File: config.mk
export PLATFORM = sky130hd
export DESIGN_NAME = axi_lite_mem_arbiter
export DESIGN_NICKNAME = d
export VERILOG_FILES = /design/src/rtl/axi_lite_mem_arbiter.sv
export SDC_FILE = /design/constraint.sdc
export NUM_CORES = 1
export LEC_CHECK = 0
export CORE_AREA = 2 2 140 142
export DETAILED_ROUTE_END_ITERATION = 10
export DIE_AREA = 0 0 142 144
export GPL_ROUTABILITY_DRIVEN = 0
export PLACE_DENSITY_LB_ADDON = 0.2
export SLEW_MARGIN = 20
export SYNTH_ARGS = -nofsm -noshare
export SYNTH_HDL_FRONTEND = slang
export SYNTH_SLANG_ARGS = --single-unit
File: constraint.sdc
create_clock -name clk -period 2.48 [get_ports clk]
set_clock_uncertainty 0.05 [all_clocks]
set_input_delay 0.62 -clock clk [delete_from_list [all_inputs] [get_ports clk]]
set_output_delay 0.62 -clock clk [all_outputs]
set_load 0.05 [all_outputs]
File: src/rtl/axi_lite_mem_arbiter.sv
// rtl/axi_lite_mem_arbiter.sv - 2:1 AXI-lite arbiter (IFU read-only, LSU read/write) in front of the SRAM slave
// One transaction in flight; the granted master is routed combinationally, everything else is held at 0.
module axi_lite_mem_arbiter #(
  parameter int AW = 32,
  parameter int DW = 32,
  parameter int SW = 8
) (
  input  logic          clk,
  input  logic          rst,
  input  logic          ifu_arvalid,
  input  logic [AW-1:0] ifu_araddr,
  output logic          ifu_arready,
  output logic          ifu_rvalid,
  output logic [DW-1:0] ifu_rdata,
  input  logic          ifu_rready,
  input  logic          lsu_arvalid,
  input  logic [AW-1:0] lsu_araddr,
  output logic          lsu_arready,
  output logic          lsu_rvalid,
  output logic [DW-1:0] lsu_rdata,
  input  logic          lsu_rready,
  input  logic          lsu_awvalid,
  input  logic [AW-1:0] lsu_awaddr,
  output logic          lsu_awready,
  input  logic          lsu_wvalid,
  input  logic [DW-1:0] lsu_wdata,
  input  logic [SW-1:0] lsu_wstrb,
  output logic          lsu_wready,
  output logic          lsu_bvalid,
  input  logic          lsu_bready,
  output logic          SRAM_arvalid,
  output logic [AW-1:0] SRAM_araddr,
  input  logic          SRAM_arready,
  input  logic          SRAM_rvalid,
  input  logic [DW-1:0] SRAM_rdata,
  output logic          SRAM_rready,
  output logic          SRAM_awvalid,
  output logic [AW-1:0] SRAM_awaddr,
  input  logic          SRAM_awready,
  output logic          SRAM_wvalid,
  output logic [DW-1:0] SRAM_wdata,
  output logic [SW-1:0] SRAM_wstrb,
  input  logic          SRAM_wready,
  input  logic          SRAM_bvalid,
  output logic          SRAM_bready
);

  localparam logic [1:0] S_IDLE   = 2'd0;
  localparam logic [1:0] S_IFU_RD = 2'd1;
  localparam logic [1:0] S_LSU_RD = 2'd2;
  localparam logic [1:0] S_LSU_WR = 2'd3;

  localparam logic RD_IFU = 1'b0;
  localparam logic RD_LSU = 1'b1;

  logic [1:0] state_q, state_d;
  logic       last_rd_q, last_rd_d;

  always_ff @(posedge clk or posedge rst) begin
    if (rst) begin
      state_q   <= S_IDLE;
      last_rd_q <= RD_LSU;
    end else begin
      state_q   <= state_d;
      last_rd_q <= last_rd_d;
    end
  end

  always_comb begin
    state_d   = state_q;
    last_rd_d = last_rd_q;
    case (state_q)
      S_IDLE: begin
        // A half-presented write (aw or w alone) already wins the grant.
        if (lsu_awvalid || lsu_wvalid) begin
          state_d = S_LSU_WR;
        end else if (lsu_arvalid && ifu_arvalid) begin
          if (last_rd_q == RD_LSU) begin
            state_d   = S_IFU_RD;
            last_rd_d = RD_IFU;
          end else begin
            state_d   = S_LSU_RD;
            last_rd_d = RD_LSU;
          end
        end else if (ifu_arvalid) begin
          state_d   = S_IFU_RD;
          last_rd_d = RD_IFU;
        end else if (lsu_arvalid) begin
          state_d   = S_LSU_RD;
          last_rd_d = RD_LSU;
        end
      end
      S_IFU_RD: if (SRAM_rvalid && ifu_rready) state_d = S_IDLE;
      S_LSU_RD: if (SRAM_rvalid && lsu_rready) state_d = S_IDLE;
      S_LSU_WR: if (SRAM_bvalid && lsu_bready) state_d = S_IDLE;
      default:  state_d = S_IDLE;
    endcase
  end

  always_comb begin
    ifu_arready  = 1'b0;
    ifu_rvalid   = 1'b0;
    ifu_rdata    = '0;
    lsu_arready  = 1'b0;
    lsu_rvalid   = 1'b0;
    lsu_rdata    = '0;
    lsu_awready  = 1'b0;
    lsu_wready   = 1'b0;
    lsu_bvalid   = 1'b0;
    SRAM_arvalid = 1'b0;
    SRAM_araddr  = '0;
    SRAM_rready  = 1'b0;
    SRAM_awvalid = 1'b0;
    SRAM_awaddr  = '0;
    SRAM_wvalid  = 1'b0;
    SRAM_wdata   = '0;
    SRAM_wstrb   = '0;
    SRAM_bready  = 1'b0;
    case (state_q)
      S_IFU_RD: begin
        SRAM_arvalid = ifu_arvalid;
        SRAM_araddr  = ifu_araddr;
        ifu_arready  = SRAM_arready;
        ifu_rvalid   = SRAM_rvalid;
        ifu_rdata    = SRAM_rdata;
        SRAM_rready  = ifu_rready;
      end
      S_LSU_RD: begin
        SRAM_arvalid = lsu_arvalid;
        SRAM_araddr  = lsu_araddr;
        lsu_arready  = SRAM_arready;
        lsu_rvalid   = SRAM_rvalid;
        lsu_rdata    = SRAM_rdata;
        SRAM_rready  = lsu_rready;
      end
      S_LSU_WR: begin
        SRAM_awvalid = lsu_awvalid;
        SRAM_awaddr  = lsu_awaddr;
        lsu_awready  = SRAM_awready;
        SRAM_wvalid  = lsu_wvalid;
        SRAM_wdata   = lsu_wdata;
        SRAM_wstrb   = lsu_wstrb;
        lsu_wready   = SRAM_wready;
        lsu_bvalid   = SRAM_bvalid;
        SRAM_bready  = lsu_bready;
      end
      default: ;
    endcase
  end

endmodule

==> impl_metrics.py <==
metrics = {
    "sta": {
        "slew_headroom_pct": 73.5,
        "worstMarginPinSlew_ps": 396,
        "finalSetupViolCount": 0,
        "min_period_ps": 2410,
        "fin_tns_setup_ps": 0,
        "hold_viol_final": 0,
        "fin_crit_sh_pct": 97.0,
        "rsz0062_at_grt": "yes",
        "finalMaxSlewViolations": 0,
        "timing.hold.ws_ps": 478,
        "fmax_mhz": 416,
    },
    "clocking": {
        "holdBufCountCts": 0,
        "cts_tree": "done",
        "cts_buffers": 3,
        "clk_latency_ps": 220,
        "cts_root_buffer": "clkbuf_16",
        "htreeDepth": 1,
        "clock_sink_count": 3,
        "cts_buffer_depth": 2,
        "clk_pin_slew_ps": 30,
    },
    "route": {
        "avgViaCountPerCell": 3.84,
        "dr.first_iter.drc_count": 64,
        "drc": 0,
        "routed_wirelength_um": 13800,
        "ant_nets": 0,
        "vias": 3289,
        "routedWlPerCell_um": 16.2,
        "firstDrtPassIters": 3,
    },
    "synthesis": {
        "syn_inst": 266,
        "synth.distinct_cells": 19,
        "ys_seq_area_share_pct": 4.35,
        "yosysWarnings": 0,
        "ys_ff_latch": 3,
        "synth.net_count": 452,
        "postSynthAreaPerCell_um2": 6.59,
        "syn_area_mm2": 0.00175,
    },
    "die": {
        "start_util_pct": 9.19,
        "io_pins": 362,
        "die_area_mm2": 0.0204,
        "die_w_um": 142,
        "fp.dieH_um": 144,
        "core_area_mm2": 0.0191,
        "num_rows": 51,
    },
    "grt": {
        "antenna_found_initial": 0,
        "grt_max_degree": 80,
        "grt_pass1_vias": 3416,
        "grt_pass1_wl_um": 19400,
        "track_usage_pct": 12.3,
        "overflow": 0,
    },
    "power": {
        "p_sw_mw": 4.33,
        "p_sw_share_pct": 51.4,
        "irDropWorstVdd_mv": 0.573,
        "p_seq_share_pct": 1.3,
        "power_density_mw_per_mm2": 1100,
        "clock_power_share_pct": 3.1,
        "power_mw": 8.43,
        "power_leakage_nw": 3.01,
        "comb_power_share_pct": 95.6,
        "intPower_mw": 4.10,
    },
    "finish": {
        "fillers": 1839,
        "layout_commonest_cell": "buf_12",
        "layout.area.seq_um2": 76.3,
        "layout_common_cells": "185 x buf_12, 181 x clkdlybuf4s50_1, 146 x and2_1",
        "utilization_pct": 40.3,
        "syn_to_final_growth_pct": 339,
        "multi_input_area_mm2": 0.00164,
        "finalNetCount": 806,
        "final_layout_size_suffix_gt1_share_pct": 35.4,
        "num_antenna_cells": 0,
    },
    "critical_path": {
        "ff2ff_setup_slack_ps": 280,
        "r2r-start": "state_q[1]$_DFFE_PP0P_",
        "rr_worst_depth": 7,
        "critical_path_class": "reg2out",
        "crit_required_ps": 1810,
        "cp.arrival_ps": 1740,
        "r2r_end": "state_q[1]$_DFFE_PP0P_",
        "startpoint": "state_q[1]$_DFFE_PP0P_",
        "start_kind": "register",
        "crit_fanout": 34,
        "crit_path_end_kind": "output pin",
    },
    "min_path": {
        "worstHoldEndpoint": "last_rd_q$_DFFE_PP1P_",
        "min-delay-start": "last_rd_q$_DFFE_PP1P_",
        "hold_class": "reg2reg",
        "hold_depth": 2,
    },
    "status": {
        "status": "finished clean",
    },
    "placed_design": {
        "portBuffers": 361,
        "hpwlAfterDp_um": 12200,
    },
    "flow_run": {
        "cap_violations": 0,
    },
}
[through the flow]
| stage | std cells | setup slack, ps | area [um2] |
|---|---|---|---|
| detailed placement | 850 | 81.4 | 7500 |
| CTS | 854 | 31.4 | 7610 |
| global placement | 850 | 76.1 | 7500 |
| floorplan | 266 | 2.34 | 1750 |
| global route | 857 | -6.34 | 7700 |
| finish | 857 | 73.9 | 7700 |
[Yosys cell counts (all sizes together)]
| cell type | instances | area share, % |
|---|---|---|
| inv | 4 | 0.86 |
| and2 | 146 | 52 |
| a31oi | 2 | 0.71 |
| nor2 | 2 | 0.43 |
| clkbuf | 25 | 5.4 |
| a21boi | 4 | 1.7 |
| a21oi | 1 | 0.29 |
| dfstp | 1 | 1.5 |
| nor2b | 34 | 12 |
| a22oi | 34 | 15 |
| nand2b | 2 | 0.71 |
| ha | 4 | 2.9 |
| dfrtp | 2 | 2.9 |
| a2111oi | 1 | 1.6 |
| a211o | 1 | 0.50 |
| o32ai | 1 | 0.50 |
| nor3b | 1 | 0.71 |
| mux2 | 1 | 0.64 |
[sequential cells by signal, summed over array words and instances (netlist names)]
signal	count
state_q	2
last_rd_q	1
[timing repair]
item | 4_1_cts | 5_1_grt
pin swaps | 0 | 0
gates resized for setup | 5 | 14
setup buffers | 0 | 2
endpoints found under the setup margin | 16 | 26
cloned | 0 | 1
[logic make-up after synthesis]
| group | share of synthesized area (%) |
|---|---|
| AO/OA/AOI/OAI | 19.8 |
| adder cells (fa/ha/maj) | 2.86 |
| buffers and inverters | 6.21 |
| flip-flops | 4.35 |
| multiplexers | 0.642 |
| AND/OR/NAND/NOR | 66.1 |
[critical path, stage by stage (launching register included)]
cell	delay [ps]
dfrtp_1	420
inv_1	120
ha_1	330
buf_12	170
nor2b_1	260
buf_12	170
[metal layers]
| metal | GRT usage (%) | part of all wire (%) | vias up |
|---|---|---|---|
| met5 | 0 | 0.043 | - |
| met3 | 5.53 | 12 | 4 |
| li1 | - | - | 1571 |
| met1 | 11.5 | 31 | 1498 |
| met4 | 2.53 | 0.77 | 2 |
| met2 | 24.4 | 55 | 214 |
[how the worst max path moves through the flow]
stage / to / slack (ps) / cells past startpoint
2_1_floorplan: SRAM_araddr[0] / 2 / 5
3_3_place_gp: SRAM_arvalid / 80 / 5
3_5_place_dp: SRAM_arvalid / 80 / 5
4_1_cts: SRAM_araddr[8] / 30 / 6
5_1_grt: SRAM_araddr[29] / -6 / 7
6_report: SRAM_araddr[21] / 70 / 5
[final cells by class]
cell class	instances	share of cell area, %
clock buffers	4	1.02
inverters	4	0.195
multi-input cells	234	21.2
flip-flops and latches	3	0.992
well taps	238	3.87
repair buffers	374	72.7
[power groups by stage]
stage | clock network [mW] | logic (mW) | registers [mW]
after floorplan | 0 | 3.83 | 0.0955
after global placement | 0 | 7.95 | 0.102
after detailed placement | 0 | 7.98 | 0.105
after CTS | 0.263 | 8.03 | 0.110
after global routing | 0.268 | 8.40 | 0.114
final | 0.260 | 8.06 | 0.112
Note: power is estimated with default switching activity, not from simulation.
==> variant 1: new RTL, same flow settings <==
Reset style: synchronous (`rst`), changed in one clocked block.
--- a/src/rtl/axi_lite_mem_arbiter.sv
+++ b/src/rtl/axi_lite_mem_arbiter.sv
@@ -58,3 +58,3 @@
 
-  always_ff @(posedge clk or posedge rst) begin
+  always_ff @(posedge clk) begin
     if (rst) begin
Formal check against the unedited RTL: differs if rst is asserted again (counterexample within 4 cycles, from zero or initial values and one cycle with rst high); with rst held inactive, the same outputs for 10 cycles.
==> variant 1 against the original RTL <==
- global-route usage down 0.33 points
- cell area down 0.57%
- routed wire length down 3.1%
- power down 23%
- non-clock buffer count down 1
- sequential share of layout area down 0.21 points
- utilization down 0.23 points
- area after synthesis up 1.4%
- worst setup slack worse by 17 ps
- sequential cell count unchanged
- first-iteration DRC count up 3.1%
- critical endpoint is now SRAM_araddr[1]
- largest cell class unchanged
==> variant 1: results (changes against the original RTL) <==
Outcome
The run finished with clean final reports.

Synth
The post-synthesis average cell area came to 6.65 um2 (+0.98%). The fraction of registers with async set/reset came to 0% (-100 points). The number of library cell types mapped by synthesis is 23 (+4). In the synthesized netlist the dominant register cell turns out to be sky130_fd_sc_hd__dfxtp_1.

The sequential fraction of the synthesis area was 3.38% (-0.97 points).

Route
The post-detailed-route via-to-cell ratio is 3.69 (-3.8%). The total length of routed met3 wires was 1120 um (-35%). The via count is 3165 (-3.8%).

The top layer reached by signal wires is met4.

Finish
The fraction of area in multi-input gates is 21.7% (+0.46 points). The number of ordinary inverters in the final layout was 2 (-2). The share of final layout cell area taken by clock buffers and inverters is 1.03% (+0.0059 points). The area of all placed cells without fillers was 0.00765 mm2 (-0.57%). The layout buffer count excluding clock buffers is 373 (-0.27%).

Power
The internal cell power is 3210 uW (-22%). The static leakage power is 0.00295 uW (-2.1%).

Setup path
In this run the critical register-to-register path is captured at state_q[1]$_SDFFE_PP0P_. The depth of the most critical reg-to-reg path is 6 (-1).

GRT
The first-pass GRT wire length is 19100 um (-1.6%). The global-route usage over all layers is 12.0% (-0.33 points). The met1 track demand over resource is 13.1% (+1.6 points). The met3 track utilization from global routing came to 3.44% (-2.1 points). The number of global-route vias before repair is 3305 (-3.2%).

Placed design
The detailed placement HPWL is 11800 um (-3.6%). The pre-CTS worst setup slack is 137 ps (+55.7 ps).

Clock network
The number of gates resized after cts is 0 (-5).
variant 1: changes by cell type after synthesis, moves of 2 or more:
cell                        change
sky130_fd_sc_hd__o2bb2ai_1      +2
sky130_fd_sc_hd__nand2_1        +2
sky130_fd_sc_hd__inv_1          -2
sky130_fd_sc_hd__buf_2         +13
sky130_fd_sc_hd__dfrtp_1        -2
sky130_fd_sc_hd__a31oi_1        -2
sky130_fd_sc_hd__a211oi_1       +2
sky130_fd_sc_hd__clkbuf_1      -13
sky130_fd_sc_hd__dfxtp_1        +3
variant 1: kinds of logic (layout without fill, tap and decap cells):
group	count (synthesis)	after routing	share of synthesized area, %
AOI/OAI and AO/OA	44	44	20.4
and+or+nand+nor	189	189	66.8
DFF	3	3	3.38
adders and majority gates	4	4	2.82
buffers and inverters	27	379	6.62
variant 1: critical path: cells and delay by family, from the launching register on:
| kind | cells | cell delay (ps) |
|---|---|---|
| buffers and inverters | 3 | 490 |
| DFF | 1 | 420 |
| and+or+nand+nor | 1 | 270 |
| adders and majority gates | 1 | 340 |
==> variant 2: new RTL, same flow settings <==
Without the edit above. The parameter `SW` goes from 8 to 9.
--- a/src/rtl/axi_lite_mem_arbiter.sv
+++ b/src/rtl/axi_lite_mem_arbiter.sv
@@ -5,3 +5,3 @@
   parameter int DW = 32,
-  parameter int SW = 8
+  parameter int SW = 9
 ) (
Ports: changed (resized SRAM_wstrb and lsu_wstrb); port bits go from 362 to 364. The function was not compared with the original's and may differ.
==> variant 2 against the original RTL <==
- cell count is the same
- utilization shrank 0.092 points
- largest power group unchanged
- hold slack is essentially flat
- first-iteration DRC count grew 81%
- worst setup slack is essentially flat
- clock power is essentially flat
- count of clock-buffer cells in the layout is the same
- routed wire length shrank 5.9%
- largest cell class unchanged
- cell area shrank 0.23%
- global-route usage shrank 0.86 points
- critical path type unchanged
- highest routed layer is now met4
- area after synthesis grew 0.57%
- sequential cell count is the same
- power shrank 0.92%
==> variant 2: results (changes against the original RTL) <==
Clock network
The setup fix buffers added after clock tree synthesis is 0 (unchanged).

Route
The wire length per cell after detailed routing is 15.2 um (-5.9%). The violation count after the first detailed-routing iteration was 116 (+81%). The number of search-and-repair iterations in the first detailed-routing pass is 4 (+1).

Timing
The transition at the pin with the smallest max-transition slack is 389 ps (-6.75 ps). The final hold slack is 478 ps (+0.321 ps).

Power
The maximum VDD drop was 0.542 mV (-5.4%). The static leakage power is 0.00301 uW (about the same).

Synth
Yosys attributes the largest share of cell area to sky130_fd_sc_hd__and2_1 (52%), sky130_fd_sc_hd__a22oi_1 (14%), sky130_fd_sc_hd__nor2b_1 (12%). The compound-cell area share of the yosys netlist is 19.7% (-0.11 points). The net count after synthesis is 454 (+0.44%). The post-synthesis average cell area was 6.60 um2 (+0.19%). The sequential fraction of the synthesis area is 4.33% (-0.025 points).

The mux cell area share after synthesis is 0.852% (+0.21 points). The adder and majority cell fraction of the synthesized area came to 2.84% (-0.016 points).

Setup path
The biggest fanout along the worst timing path came to 13 (-62%). The depth of the most critical reg-to-reg path is 6 (-1). The start point of the critical path is state_q[0]$_DFFE_PP0P_. The reg2reg setup slack is 430 ps (+150 ps).

Outcome
The run finished with clean final reports.

Placed design
The cell count after placement is 852 (+0.24%). The number of port buffers is 363 (+0.55%). The detailed placement HPWL was 11300 um (-7.4%).

Finish
The net total in the final layout is 807 (+0.12%). The fraction of final layout cells with drive strength greater than 1 is 34.4% (-0.97 points). The flip-flop count of the largest register after layout is 2 (unchanged).

GRT
The number of global-route vias before repair is 3317 (-2.9%). The first-pass GRT wire length came to 18500 um (-4.4%). The global-route usage over all layers is 11.4% (-0.86 points).

The pin count of the biggest net entering global routing is 62 (-23%).

Hold path
The startpoint of the most critical hold path is last_rd_q$_DFFE_PP1P_.
## variant 2: cell types whose count changed after synthesis
| cell | unedited run | this run |
|---|---|---|
| sky130_fd_sc_hd__mux2_1 | 1 | 0 |
| sky130_fd_sc_hd__mux2_4 | 0 | 1 |
| sky130_fd_sc_hd__and2_1 | 146 | 147 |
## variant 2: area by class of cell
type	count	area (um2)
multi-input combinational	235	1640
sequential	3	76.3
inverter	4	15.0
clock buffer	4	78.8
tap	238	298
timing repair buffer	373	5580
fill	1841	11400
## variant 2: worst max path at each step
stage / end / slack [ps] / cells after the start
global route: SRAM_araddr[3] / -20 / 6
detailed placement: SRAM_arvalid / 150 / 4
global placement: SRAM_arvalid / 140 / 4
CTS: SRAM_arvalid / -20 / 6
floorplan: SRAM_araddr[0] / 2 / 5
finish: SRAM_araddr[3] / 70 / 6
## variant 2: kinds of logic after synthesis
logic type                 Yosys count
AOI/OAI and AO/OA                   44
DFF                                  3
and+or+nand+nor                    186
muxes                                1
adders and majority gates            4
buffers and inverters               29
## variant 2: stage by stage
stage | setup TNS [ps] | worst slack, ps | util (%)
after CTS | -48.5 | -20.6 | 39.9
final | 0 | 74.2 | 40.2
after global routing | -23.0 | -15.5 | 40.2
after global placement | 0 | 138 | 39.4
after detailed placement | 0 | 151 | 39.4
after floorplan | 0 | 2.34 | -
## variant 2: worst max-delay path, stage by stage (launching register included)
cell	delay, ps
sky130_fd_sc_hd__dfrtp_1	410
sky130_fd_sc_hd__inv_1	160
sky130_fd_sc_hd__ha_4	230
sky130_fd_sc_hd__buf_4	210
sky130_fd_sc_hd__a22oi_1	100
sky130_fd_sc_hd__nor2b_1	220
sky130_fd_sc_hd__buf_12	170
## variant 2: where the power goes
group	switching, uW	internal [uW]
combinational	4210	3770
sequential	28.3	80.2
clock	47.2	212
## variant 2: what timing repair did
action / in CTS / in global routing
gates resized for setup: 1 / 14
cloned: 0 / 1
endpoints found under the setup margin: 7 / 57
## variant 2: per-layer routing
metal / track usage [%] / up-vias / share of wire [%]
met2: 23.0 / 195 / 57
met4: 1.58 / 0 / 0.67
met3: 3.54 / 7 / 9.3
met1: 11.7 / 1480 / 33
li1: - / 1572 / -
met5: 0 / - / 0
